===== config.mk =====
export PLATFORM = sky130hd
export DESIGN_NAME = snoop_bus_arbiter_flat
export DESIGN_NICKNAME = d
export VERILOG_FILES = /design/src/rtl/snoop_bus_arbiter_if.sv /design/src/rtl/snoop_bus_arbiter.sv /design/src/flat_wrapper.sv
export SDC_FILE = /design/constraint.sdc
export NUM_CORES = 1
export LEC_CHECK = 0
export CAP_MARGIN = 20
export CORE_MARGIN = 4
export CORE_UTILIZATION = 54
export DETAILED_ROUTE_END_ITERATION = 10
export GPL_TIMING_DRIVEN = 1
export PLACE_DENSITY = 0.81
export SETUP_SLACK_MARGIN = 0.15
export SKIP_LAST_GASP = 1
export SLEW_MARGIN = 30
export SYNTH_ARGS = -nofsm -noshare
export SYNTH_HDL_FRONTEND = slang
export SYNTH_SLANG_ARGS = --single-unit

===== constraint.sdc =====
create_clock -name clk -period 3.75 [get_ports clk]
set_input_delay 0.375 -clock clk [delete_from_list [all_inputs] [get_ports clk]]
set_output_delay 0.375 -clock clk [all_outputs]
set_load 0.02 [all_outputs]

===== src/rtl/snoop_bus_arbiter_if.sv =====
// Snoop bus arbitration interface: request/done from the requesters,
// registered grant information back from the arbiter.
interface snoop_bus_arbiter_if #(
    parameter int NUM_CPUS = 4
);
    localparam int IDX_W = $clog2(NUM_CPUS);

    logic [NUM_CPUS-1:0] req;
    logic                done;
    logic [NUM_CPUS-1:0] gnt;
    logic [IDX_W-1:0]    gnt_idx;
    logic                busy;
    logic                timeout;

    // Requester side: raises requests and signals transaction completion.
    modport master (
        output req,
        output done,
        input  gnt,
        input  gnt_idx,
        input  busy,
        input  timeout
    );

    // Arbiter side: samples requests and drives the grant.
    modport slave (
        input  req,
        input  done,
        output gnt,
        output gnt_idx,
        output busy,
        output timeout
    );
endinterface


===== src/rtl/snoop_bus_arbiter.sv =====
// Round-robin snoop bus arbiter with a one-cycle bus turnaround after each
// release and a hold limit that forcibly revokes a grant never ended by done.
module snoop_bus_arbiter #(
    parameter int NUM_CPUS = 4,
    parameter int MAX_HOLD = 64
) (
    input  logic                 clk,
    input  logic                 rst,
    snoop_bus_arbiter_if.slave   bus
);
    localparam int IDX_W  = $clog2(NUM_CPUS);
    localparam int HOLD_W = $clog2(MAX_HOLD) + 1;

    // Last hold count before the grant is revoked.
    localparam logic [HOLD_W-1:0] HOLD_LAST = HOLD_W'(MAX_HOLD - 1);

    localparam logic [1:0] ST_IDLE = 2'd0;
    localparam logic [1:0] ST_BUSY = 2'd1;
    localparam logic [1:0] ST_TURN = 2'd2;

    logic [1:0]          state_q,    state_d;
    logic [NUM_CPUS-1:0] gnt_q,      gnt_d;
    logic [IDX_W-1:0]    gnt_idx_q,  gnt_idx_d;
    logic [IDX_W-1:0]    rr_ptr_q,   rr_ptr_d;
    logic [HOLD_W-1:0]   hold_cnt_q, hold_cnt_d;
    logic                timeout_q,  timeout_d;

    logic                pick_found;
    logic [IDX_W-1:0]    pick_idx;
    logic [IDX_W-1:0]    cand;
    logic                release_now;

    // Find the first requester at or above rr_ptr, wrapping modulo NUM_CPUS.
    always_comb begin
        // NOTE: every variable gets a default before any branch so the
        // combinational block never infers a latch.
        pick_found = 1'b0;
        pick_idx   = '0;
        cand       = '0;
        for (int i = 0; i < NUM_CPUS; i++) begin
            // NUM_CPUS is a power of two, so the index add wraps naturally.
            cand = rr_ptr_q + IDX_W'(i);
            if (!pick_found && bus.req[cand]) begin
                pick_found = 1'b1;
                pick_idx   = cand;
            end
        end
    end

    // Release on done, or when the hold limit is reached; done has priority
    // for deciding whether the release counts as a timeout.
    assign release_now = bus.done || (hold_cnt_q == HOLD_LAST);

    // Next-state logic for the IDLE -> BUSY -> TURN -> IDLE cycle.
    always_comb begin
        state_d    = state_q;
        gnt_d      = gnt_q;
        gnt_idx_d  = gnt_idx_q;
        rr_ptr_d   = rr_ptr_q;
        hold_cnt_d = hold_cnt_q;
        timeout_d  = 1'b0;

        case (state_q)
            ST_IDLE: begin
                if (pick_found) begin
                    state_d    = ST_BUSY;
                    gnt_d      = NUM_CPUS'(1) << pick_idx;
                    gnt_idx_d  = pick_idx;
                    hold_cnt_d = '0;
                end
            end
            ST_BUSY: begin
                if (release_now) begin
                    state_d    = ST_TURN;
                    gnt_d      = '0;
                    gnt_idx_d  = '0;
                    rr_ptr_d   = gnt_idx_q + IDX_W'(1);
                    hold_cnt_d = '0;
                    timeout_d  = !bus.done;
                end else begin
                    hold_cnt_d = hold_cnt_q + HOLD_W'(1);
                end
            end
            ST_TURN: begin
                // Bus turnaround: one dead cycle, done is ignored here.
                state_d = ST_IDLE;
            end
            default: begin
                state_d   = ST_IDLE;
                gnt_d     = '0;
                gnt_idx_d = '0;
            end
        endcase
    end

    // State registers with synchronous reset taking priority over everything.
    always_ff @(posedge clk) begin
        // NOTE: sequential state uses non-blocking assignments so every
        // register samples the pre-edge values of the others.
        if (rst) begin
            state_q    <= ST_IDLE;
            gnt_q      <= '0;
            gnt_idx_q  <= '0;
            rr_ptr_q   <= '0;
            hold_cnt_q <= '0;
            timeout_q  <= 1'b0;
        end else begin
            state_q    <= state_d;
            gnt_q      <= gnt_d;
            gnt_idx_q  <= gnt_idx_d;
            rr_ptr_q   <= rr_ptr_d;
            hold_cnt_q <= hold_cnt_d;
            timeout_q  <= timeout_d;
        end
    end

    assign bus.gnt     = gnt_q;
    assign bus.gnt_idx = gnt_idx_q;
    assign bus.busy    = |gnt_q;
    assign bus.timeout = timeout_q;
endmodule


===== src/flat_wrapper.sv =====
// flat-port wrapper written by rule: the top's interface ports become plain ports
module snoop_bus_arbiter_flat 
#(
    parameter int NUM_CPUS = 4,
    parameter int MAX_HOLD = 64
)
  (clk, rst, bus_req, bus_done, bus_gnt, bus_gnt_idx, bus_busy, bus_timeout);
  snoop_bus_arbiter_if #(.NUM_CPUS(NUM_CPUS)) bus_i ();
  input  logic clk;
  input  logic rst;
  input wire logic [$bits(bus_i.req)-1:0] bus_req;
  input wire logic [$bits(bus_i.done)-1:0] bus_done;
  output wire logic [$bits(bus_i.gnt)-1:0] bus_gnt;
  output wire logic [$bits(bus_i.gnt_idx)-1:0] bus_gnt_idx;
  output wire logic [$bits(bus_i.busy)-1:0] bus_busy;
  output wire logic [$bits(bus_i.timeout)-1:0] bus_timeout;
  assign bus_i.req = bus_req;
  assign bus_i.done = bus_done;
  assign bus_gnt = bus_i.gnt;
  assign bus_gnt_idx = bus_i.gnt_idx;
  assign bus_busy = bus_i.busy;
  assign bus_timeout = bus_i.timeout;
  snoop_bus_arbiter #(.NUM_CPUS(NUM_CPUS), .MAX_HOLD(MAX_HOLD)) u_core (.clk(clk), .rst(rst), .bus(bus_i));
endmodule

# [Word-level counts from Yosys, hierarchy flattened]
# Cells that the tools add are included.
[op_classes] addsub=5 magnitude_cmp=4 n_eq_ne=5 shift=1 n_mux=28 bitwise_logic=3 reduce_logical=16
[ops] cell="two-way mux 2 bit" n=8
[ops] cell="two-way mux 7 bit" n=2
[ops] cell="case mux 7 bit (2 select lines)" n=1
[ops] cell="less-than comparator 2 x 3 -> 1 bit, second input constant" n=4
[ops] cell="case mux 4 bit (3 select lines)" n=1
[ops] cell="binary-select mux 1 bit (select 2 bit)" n=4
[ops] cell="two-way mux 1 bit" n=8
[ops] cell="two-way mux 4 bit" n=2
[ops] cell="adder 7 x 1 -> 7 bit, second input constant" n=1
[ops] cell="equality test 7 x 6 -> 1 bit, second input constant" n=1
[ops] cell="case mux 2 bit (3 select lines)" n=1
[ops] cell="AND reduction 2 bit" n=3
[ops] cell="adder 2 x 1 -> 2 bit, second input constant" n=2
[ops] cell="adder 2 bit, second input constant" n=2
[ops] cell="logical NOT 1 bit" n=4
[ops] cell="inequality test 2 x 1 -> 1 bit, second input constant" n=2
[ops] cell="case mux 2 bit (2 select lines)" n=1
[ops] cell="OR reduction 4 bit" n=1
[ops] cell="<< shifter 1 x 2 -> 4 bit, first input constant" n=1
[ops] cell="logical AND 1 bit" n=3
[ops] cell="NOT 1 bit" n=3
[ops] cell="AND reduction 3 bit" n=1
[ops] cell="OR reduction 3 bit" n=1
[ops] cell="equality test 2 x 1 -> 1 bit, second input constant" n=1
[ops] cell="other kinds (4)" n=4
[totals] reg_bits=18 input_bits=7 out_inout_bits=8 wordCells=68

# [Longest topological paths before layout]
[depth] word_depth=15 depth_mapped=5 depth_no_buf=5

# [Least setup slack after synthesis]
# Ideal clock, no wire load.
[synth_path] path_kind="register -> register" start="register u_core.hold_cnt_q[0]" end="register u_core.rr_ptr_q[1]" setup_time_ns=0.086 arrival_time_ns=1.355 required_time_ns=3.664 setup_slack_ns=2.309 stages_incl_launch_ff=6 path_buffers=0 synth_period_minus_slack_ns=1.441 cell_sequence="dfxtp_1 > ha_1 > nand3_1 > nor3_1 > o21ai_0 > a211oi_1"
[synth_between] elab_chain_len=3
[synth_lines] element="start, declared" line_no="snoop_bus_arbiter.sv:25" text="logic [HOLD_W-1:0] hold_cnt_q, hold_cnt_d;"
[synth_lines] element="start signal, assigned" line_no="snoop_bus_arbiter.sv:112" text="hold_cnt_q <= hold_cnt_d;"
[synth_lines] element="equality test 7 x 6 -> 1 bit" line_no="snoop_bus_arbiter.sv:52" text="assign release_now = bus.done || (hold_cnt_q == HOLD_LAST);"
[synth_lines] element="logical OR 1 bit" line_no="snoop_bus_arbiter.sv:52"
[synth_lines] element="AND reduction 2 bit (no source line)"
[synth_lines] element="end signal, assigned" line_no="snoop_bus_arbiter.sv:111" text="rr_ptr_q <= rr_ptr_d;"
[synth_lines] element="end, declared" line_no="snoop_bus_arbiter.sv:24" text="logic [IDX_W-1:0] rr_ptr_q, rr_ptr_d;"
# Every way passes these cells.
# A chain may end at the register's enable or synchronous reset.

# [Final worst setup path]
[layout_path] start="register u_core.gnt_q[1], in the netlist u_core.bus.gnt[1]" end="output port bus_busy"
[layout_between] elab_chain_len=1
[layout_lines] element="start, declared" line_no="snoop_bus_arbiter.sv:22" text="logic [NUM_CPUS-1:0] gnt_q, gnt_d;"
[layout_lines] element="start signal, assigned" line_no="snoop_bus_arbiter.sv:109" text="gnt_q <= gnt_d;"
[layout_lines] element="OR reduction 4 bit" line_no="snoop_bus_arbiter.sv:119" text="assign bus.busy = |gnt_q;"
[layout_lines] element="end, declared" line_no="flat_wrapper.sv:15" text="output wire logic [$bits(bus_i.busy)-1:0] bus_busy;"
# Every way passes these cells.

==> results.sh <==
export IMPL_dp_hpwl_um=1470
export IMPL_gr_total_overflow=0
export IMPL_setup_viol=0
export IMPL_coreArea_mm2=0.00154
export IMPL_drc_errors=0
export IMPL_ys_seq_elements=18
export IMPL_rrSetupSlack_ps=1920
export IMPL_p_per_area_mw_per_mm2=382
export IMPL_critPathMaxFanout=3
export IMPL_syn_inst=104
export IMPL_grt_pass1_vias=776
export IMPL_area_growth_pct=20.9
export IMPL_ys_warn_count=0
export IMPL_clock_skew_ps=4.90
export IMPL_nets=129
export IMPL_final_cell_mix="dfxtp_1, clkdlybuf4s50_1, nor2_1"
export IMPL_portBuffers=14
export IMPL_die_w_um=48.9
export IMPL_place_congestion=0.785
export IMPL_drive_gt1_frac=0.0917
export IMPL_clock_sinks=18
export IMPL_avgSynthCellArea_um2=8.70
export IMPL_dr_pass1_iters=3
export IMPL_drt_initial_drc_count=10
export IMPL_setup_ws_ps=1700
export IMPL_viasPerCell=5.96
export IMPL_cp_required_ps=3380
export IMPL_r2r_end="u_core.rr_ptr_q[1]"
export IMPL_cts_resized=0
export IMPL_cp_end_kind="output port"
export IMPL_critical_path_top_delay_family="buffers and inverters"
export IMPL_crit_arrival_ps=1680
export IMPL_synth_seq_area_share=0.398
export IMPL_n_fill_cell=122
export IMPL_cts_tree="done"
export IMPL_vias=810
export IMPL_clk_pin_slew_worst_paths_ps=100
export IMPL_cts_buffer_depth=2
export IMPL_rr_startpoint="u_core.hold_cnt_q[0]"
export IMPL_slew_violations=0
export IMPL_synth_area_um2=905
export IMPL_synth_distinct_cells=38
export IMPL_pre_cts_ws_ps=1610
export IMPL_async_flop_share=0
export IMPL_timing_final_hold_violations=0
export IMPL_grt_first_pass_wirelength_um=3260
export IMPL_die_h_um=48.9
export IMPL_htreeDepth=1
export IMPL_clk_latency_ps=300
export IMPL_initial_core_util=0.587
export IMPL_slew_headroom=0.579
export IMPL_synth_edf_count=0
export IMPL_outcome="finished clean"
export IMPL_fin_setup_tns_ps=0
export IMPL_cts_hold_buffers_added=0
export IMPL_rows=14
export IMPL_finalCritPeriodShare=0.547
export IMPL_tightest_slew_ps=629
export IMPL_peakVddDrop_uv=284
export IMPL_critPathLaunch="u_core.bus.gnt[1]"
export IMPL_worst_setup_path_type="flip-flop to output port"
export IMPL_period_needed_ps=2050
export IMPL_die_area_mm2=0.00239
export IMPL_root_buffer="clkbuf_4"
export IMPL_postCtsSetupRepairBufs=0
export IMPL_synth_fp_nets=112
export IMPL_max_stage_delay_ps=550
export IMPL_crit_chain="or4_1, clkdlybuf4s50_1"
export IMPL_regArea_um2=360
export IMPL_reg2reg_depth=5
export IMPL_pin_count=15
export IMPL_max_freq_mhz=488
export IMPL_rsz0062_at_grt="no"
export IMPL_drt_wl_total_um=1890
export IMPL_slowest_stage="clkdlybuf4s50_1"
export IMPL_track_usage=0.165
export IMPL_cp_num_cells=2
export IMPL_synthFlopType="dfxtp_1"
export IMPL_grt_max_degree=18
export IMPL_layout_commonest_cell="dfxtp_1"
export IMPL_maxCapViolations=0
export IMPL_multi_input_area_um2=518
export IMPL_antenna_found_initial=0
export IMPL_crit_buf_inv=1
export IMPL_ant_nets=0
export IMPL_cts_buffers=3
export IMPL_leakagePower_uw=0.000400
export IMPL_endpoint="bus_busy"
export IMPL_min_path_type="flip-flop to flip-flop"
export IMPL_start_kind="flip-flop"
export IMPL_wl_per_cell_um=13.9
export IMPL_final_core_util=0.709
export IMPL_n_antenna_cell=0
metrics by stage:
step | total power (uW) | hold slack [ps] | instances | cell area, um2
floorplan | 266 | 436 | 104 | 905
global route | 437 | 493 | 136 | 1090
finish | 417 | 478 | 136 | 1090
detailed placement | 302 | 458 | 132 | 1060
CTS | 420 | 476 | 136 | 1090
global placement | 299 | 453 | 132 | 1060
flip-flops by register name, summed over array words and instances (netlist names):
| signal | cells |
|---|---|
| u_core.bus.timeout | 1 |
| u_core.bus.gnt_idx | 2 |
| u_core.bus.gnt | 4 |
| u_core.state_q | 2 |
| u_core.rr_ptr_q | 2 |
| u_core.hold_cnt_q | 7 |
Yosys cell counts, types with 2 or more instances:
library cell   n  area, um2
nor2b_1        3       18.8
dfxtp_1       18        360
a211oi_1       2       15.0
a22o_1         2       17.5
or2_1          2       12.5
mux2i_1        2       20.0
a311oi_1       2       17.5
o21a_1         2       15.0
nand3_1        2       10.0
inv_1          5       18.8
nor3_1         6       30.0
nand2b_1       3       18.8
o2bb2ai_1      2       17.5
a21o_1         2       15.0
nand2_1        6       22.5
o21ai_0        7       35.0
a21oi_1        8       40.0
nor2_1        10       37.5
report_power, final:
group / leakage (uW) / switching, uW / internal, uW / total, uW
clock: 0.0000210 / 60.9 / 59.2 / 120
sequential: 0.000147 / 9.28 / 201 / 210
combinational: 0.000232 / 46.5 / 40.5 / 87.0
total: 0.000400 / 117 / 301 / 417
cells by family after synthesis:
kind of cell,after synthesis,share of synthesized area
flops,18,0.398
buf+inv,7,0.0290
mux,2,0.0221
fa+ha+maj,1,0.0138
xor+xnor,1,0.00968
compound gates,34,0.264
simple gates,41,0.263
cell type report:
| type | instances | share of cell area |
|---|---|---|
| clock buffers | 4 | 0.0332 |
| repair buffers | 14 | 0.128 |
| multi-input cells | 79 | 0.474 |
| well taps | 16 | 0.0183 |
| flip-flops and latches | 18 | 0.330 |
| inverters | 5 | 0.0172 |
how the worst min path moves through the flow:
stage / startpoint / end / slack, ps / depth (start not counted)
floorplan: u_core.hold_cnt_q[6] / u_core.hold_cnt_q[6] / 440 / 2
finish: u_core.hold_cnt_q[6] / u_core.hold_cnt_q[6] / 480 / 2
detailed placement: u_core.hold_cnt_q[6] / u_core.hold_cnt_q[6] / 460 / 2
global placement: u_core.hold_cnt_q[6] / u_core.hold_cnt_q[6] / 450 / 2
global route: u_core.hold_cnt_q[6] / u_core.hold_cnt_q[6] / 490 / 2
CTS: u_core.hold_cnt_q[6] / u_core.hold_cnt_q[6] / 480 / 2
worst min-delay path, cell delays in order, from the launching register on:
cell and delay (ps):
dfxtp_1 330, nand2b_1 70, a21oi_1 40
metal layers:
layer,global-route usage,wire length [um]
met1,0.189,842
met3,0.0398,89
met5,0,0
met2,0.289,919
met4,0.0673,42
Power figures use the tool's default switching activity.
